<file path="src/rtl/apb_pkg.sv">
// Shared APB types and default widths for the APB requester and its peers.
package apb_pkg;

  localparam int APB_ADDR_W = 32;
  localparam int APB_DATA_W = 32;

  typedef enum logic [1:0] {
    IDLE   = 2'd0,
    SETUP  = 2'd1,
    ACCESS = 2'd2,
    RESP   = 2'd3
  } apb_mst_state_e;

  typedef struct packed {
    logic [APB_DATA_W-1:0] rdata;
    logic                  slverr;
    logic                  timeout;
  } apb_rsp_t;

endpackage

</file>
<file path="src/rtl/apb_master.sv">
// APB requester: one valid/ready command in, one SETUP/ACCESS transfer out,
// one response back (read data, slave error, or timeout).
module apb_master
  import apb_pkg::*;
#(
  parameter int ADDR_W  = APB_ADDR_W,
  parameter int DATA_W  = APB_DATA_W,
  parameter int TIMEOUT = 16
) (
  input  logic              pclk,
  input  logic              presetn,
  input  logic              cmd_valid,
  output logic              cmd_ready,
  input  logic              cmd_write,
  input  logic [ADDR_W-1:0] cmd_addr,
  input  logic [DATA_W-1:0] cmd_wdata,
  output logic              rsp_valid,
  input  logic              rsp_ready,
  output logic [DATA_W-1:0] rsp_rdata,
  output logic              rsp_slverr,
  output logic              rsp_timeout,
  output logic              psel,
  output logic              penable,
  output logic              pwrite,
  output logic [ADDR_W-1:0] paddr,
  output logic [DATA_W-1:0] pwdata,
  input  logic [DATA_W-1:0] prdata,
  input  logic              pready,
  input  logic              pslverr
);

  localparam int CW = (TIMEOUT > 0) ? $clog2(TIMEOUT + 1) : 1;
  localparam logic [CW-1:0] CNT_LIM = (TIMEOUT > 0) ? CW'(TIMEOUT - 1) : '0;

  apb_mst_state_e    state_q;
  logic [CW-1:0]     cnt_q;
  logic              psel_q, penable_q, pwrite_q;
  logic [ADDR_W-1:0] paddr_q;
  logic [DATA_W-1:0] pwdata_q;
  logic              rsp_valid_q, rsp_slverr_q, rsp_timeout_q;
  logic [DATA_W-1:0] rsp_rdata_q;

  assign cmd_ready = (state_q == IDLE);

  always_ff @(posedge pclk) begin
    if (!presetn) begin
      state_q       <= IDLE;
      cnt_q         <= '0;
      psel_q        <= 1'b0;
      penable_q     <= 1'b0;
      pwrite_q      <= 1'b0;
      paddr_q       <= '0;
      pwdata_q      <= '0;
      rsp_valid_q   <= 1'b0;
      rsp_rdata_q   <= '0;
      rsp_slverr_q  <= 1'b0;
      rsp_timeout_q <= 1'b0;
    end else begin
      case (state_q)
        IDLE: begin
          if (cmd_valid) begin
            pwrite_q <= cmd_write;
            paddr_q  <= cmd_addr;
            pwdata_q <= cmd_wdata;
            psel_q   <= 1'b1;
            state_q  <= SETUP;
          end
        end
        SETUP: begin
          penable_q <= 1'b1;
          cnt_q     <= '0;
          state_q   <= ACCESS;
        end
        ACCESS: begin
          // pready wins over the timeout limit when both land on the same edge
          if (pready) begin
            psel_q        <= 1'b0;
            penable_q     <= 1'b0;
            rsp_valid_q   <= 1'b1;
            rsp_slverr_q  <= pslverr;
            rsp_timeout_q <= 1'b0;
            rsp_rdata_q   <= pwrite_q ? '0 : prdata;
            state_q       <= RESP;
          end else if (TIMEOUT != 0 && cnt_q == CNT_LIM) begin
            psel_q        <= 1'b0;
            penable_q     <= 1'b0;
            rsp_valid_q   <= 1'b1;
            rsp_slverr_q  <= 1'b1;
            rsp_timeout_q <= 1'b1;
            rsp_rdata_q   <= '0;
            state_q       <= RESP;
          end else begin
            cnt_q <= cnt_q + 1'b1;
          end
        end
        RESP: begin
          if (rsp_ready) begin
            rsp_valid_q <= 1'b0;
            state_q     <= IDLE;
          end
        end
        default: state_q <= IDLE;
      endcase
    end
  end

  assign psel        = psel_q;
  assign penable     = penable_q;
  assign pwrite      = pwrite_q;
  assign paddr       = paddr_q;
  assign pwdata      = pwdata_q;
  assign rsp_valid   = rsp_valid_q;
  assign rsp_rdata   = rsp_rdata_q;
  assign rsp_slverr  = rsp_slverr_q;
  assign rsp_timeout = rsp_timeout_q;

endmodule

</file>
<file path="config.mk">
export PLATFORM = sky130hd
export DESIGN_NAME = apb_master
export DESIGN_NICKNAME = d
export VERILOG_FILES = /design/src/rtl/apb_pkg.sv /design/src/rtl/apb_master.sv
export SDC_FILE = /design/constraint.sdc
export NUM_CORES = 1
export LEC_CHECK = 0
export CAP_MARGIN = 10
export CORE_MARGIN = 1
export CORE_UTILIZATION = 35
export CTS_CLUSTER_SIZE = 24
export DETAILED_ROUTE_END_ITERATION = 6
export PLACE_DENSITY_LB_ADDON = 0.12
export SKIP_CTS_REPAIR_TIMING = 1
export SLEW_MARGIN = 20
export SYNTH_ARGS = -nofsm -noshare
export SYNTH_HDL_FRONTEND = slang
export SYNTH_SLANG_ARGS = --single-unit
</file>
<file path="constraint.sdc">
create_clock -name pclk -period 5.5 [get_ports pclk]
set_input_delay 1.1 -clock pclk [delete_from_list [all_inputs] [get_ports pclk]]
set_output_delay 1.1 -clock pclk [all_outputs]
set_load 0.02 [all_outputs]
</file>
==> results.toml <==
[routing]
routed.top_layer = "met4"
route.met2.wl_um = 5350
drt-total-wl_um = 11600
met3_length_um = 996
wl_per_cell_um = 13.9
wl_met1_um = 5020
vias = 3903
ant_nets = 0
drcViolationCount = 0
viasPerCell = 4.70
drtPass1Iterations = 4
drt_iter0_markers = 180

[synthesis]
syn-num-nets = 605
ys_ff_latch = 109
synthTopCellsByArea = "dfxtp_1 (51%), nand2_1 (15%), a21oi_1 (8.5%)"
synth_edf_count = 0
avgSynthCellArea_um2 = 8.70
yosys_warnings = 0
synth_cells = 496
yosysUniqueCellTypes = 34
syn_area_um2 = 4310
synth_top_area_share_pct = 50.6
synthFlopType = "dfxtp_1"
ys_async_sr_fraction_pct = 0
ys_seq_area_share_pct = 50.6
synth.top_cells.by_count = "nand2_1 (171), dfxtp_1 (109), a21oi_1 (73)"
synth_area_leader_cell = "dfxtp_1"
yosysMostFrequentCell = "nand2_1"

[critical_path]
worstPathCellList = "inv_1 > ha_1 > clkdlybuf4s50_1"
start_kind = "register"
cp_slowest_cell = "clkdlybuf4s50_1"
critPathArrivalTime_ns = 1.75
cp_max_fo = 5
worstPathRequired_ns = 4.40
crit_type = "reg -> out"
max_stage_delay_ns = 0.68
end_kind = "output pin"

[clocking]
numCtsBuffers = 9
clockRootBuffer = "clkbuf_16"
htree_levels = 3
clk_latency_ns = 0.35
clock_path_buffers = 2
clk_pin_slew_worst_paths_ns = 0.07
cts.sinks = 109
cts_tree = "done"

[floorplan]
io_pins = 206
dieArea_um2 = 12800
die_height_um = 113
core_area_um2 = 12000
die_w_um = 113
start_util_pct = 35.9
placementRows = 40

[sta]
slew_headroom_pct = 34.6
hold_violations = 0
rsz0062_at_grt = "no"
finalSetupViolCount = 0
worst_hold_slack_ns = 0.452
final.setup_skew_ns = 0.00590
maxSlewViolCount = 0
tns_ns = 0
worst_pin_slew_ns = 0.980
period_needed_ns = 2.85
fmax_ghz = 0.351
period_share_pct = 51.7

[placed_design]
port-buffer-count = 205
gp_congestion = 0.715
hpwl_um = 7830

[final_layout]
drive_above_1_share_pct = 13.0
final_util_pct = 56.3
area_growth_pct = 56.8
diodes = 0
nets = 787
nFillCells = 1109

[hold_path]
hold_class = "reg -> reg"

[pwr]
p_leak_nw = 2.32
ir_drop_mv = 0.197
p_per_area_nw_per_um2 = 390

[grt]
grt_pass1_wl_um = 18800
grt_overflow_total = 0
grt_max_degree = 70
grt.total_usage_pct = 18.6
antenna_found_initial = 0
grt_pass1_vias = 3802

[run_status]
status = "completed"

[job]
maxCapViolCount = 0
==> layout by cell type (no fill, tap or decap), types with 2 or more instances in the layout <==
cell / n
a21oi_2: 30
clkinv_2: 2
nor2_1: 2
inv_1: 3
nand2b_1: 4
ha_1: 6
a21oi_1: 73
nor2b_1: 3
bufinv_16: 4
dfxtp_1: 109
o21a_1: 2
clkdlybuf4s50_1: 205
nand3_2: 30
buf_4: 3
nand2_1: 170
nand3_1: 6
clkbuf_16: 9
==> worst paths after layout <==
path / from / to / slack (ns) / depth (start not counted)
max: state_q[0] / cmd_ready / 2.65 / 3
min: paddr[8] / paddr[8] / 0.45 / 2
max reg2reg: cnt_q[0] / rsp_rdata[15] / 3.21 / 6
min reg2reg: paddr[8] / paddr[8] / 0.45 / 2
==> kinds of logic after synthesis <==
group,Yosys count,share of synthesized area [%]
AOI/OAI and AO/OA,115,17.0
buffers and inverters,42,5.31
adders and majority gates,6,1.74
muxes,1,0.232
DFF,109,50.6
and+or+nand+nor,223,25.2
==> per-stage QoR <==
stage / cells / area [um^2] / total power, W / worst slack, ns
floorplan: 496 / 4310 / 0.00151 / 3.56
global placement: 813 / 6370 / 0.00186 / 2.37
detailed placement: 813 / 6370 / 0.00187 / 2.30
CTS: 829 / 6740 / 0.00267 / 2.65
global route: 830 / 6760 / 0.00279 / 2.55
finish: 830 / 6760 / 0.00264 / 2.65
==> layout make-up <==
class	count	area, um^2	area share (%)
Clock buffer	9	225	3.33
Clock inverter	7	138	2.03
Inverter	4	17.5	0.259
Multi-Input combinational cell	345	1920	28.3
Sequential cell	109	2180	32.3
Tap cell	147	184	2.72
Timing Repair Buffer	209	2100	31.1
==> layer usage <==
metal  GRT usage, %  up-vias
li1               -     1995
met5              0        -
met1           22.7     1769
met2           30.1      127
met4           7.63        0
met3           6.16       12
==> worst max-delay path: cells and delay by family, from the launching register on <==
family                   cells  cell delay [ns]
flip-flops                   1             0.35
buffers and inverters        2             0.77
adder cells (fa/ha/maj)      1             0.28
==> state kept, by name (all words and copies together) (netlist names) <==
| register | flops |
|---|---|
| rsp_slverr | 1 |
| penable | 1 |
| psel | 1 |
| rsp_timeout | 1 |
| cnt_q | 5 |
| state_q | 2 |
| paddr | 32 |
| rsp_rdata | 32 |
| rsp_valid | 1 |
| pwrite | 1 |
| pwdata | 32 |
==> where the power goes <==
group	internal [W]	switching (W)	leakage, nW
Clock	0.000489	0.000292	0.175
Sequential	0.000904	0.0000627	0.889
Combinational	0.000381	0.000507	1.25
Total	0.00177	0.000862	2.32
No activity file was read; power rests on OpenSTA's default activity.
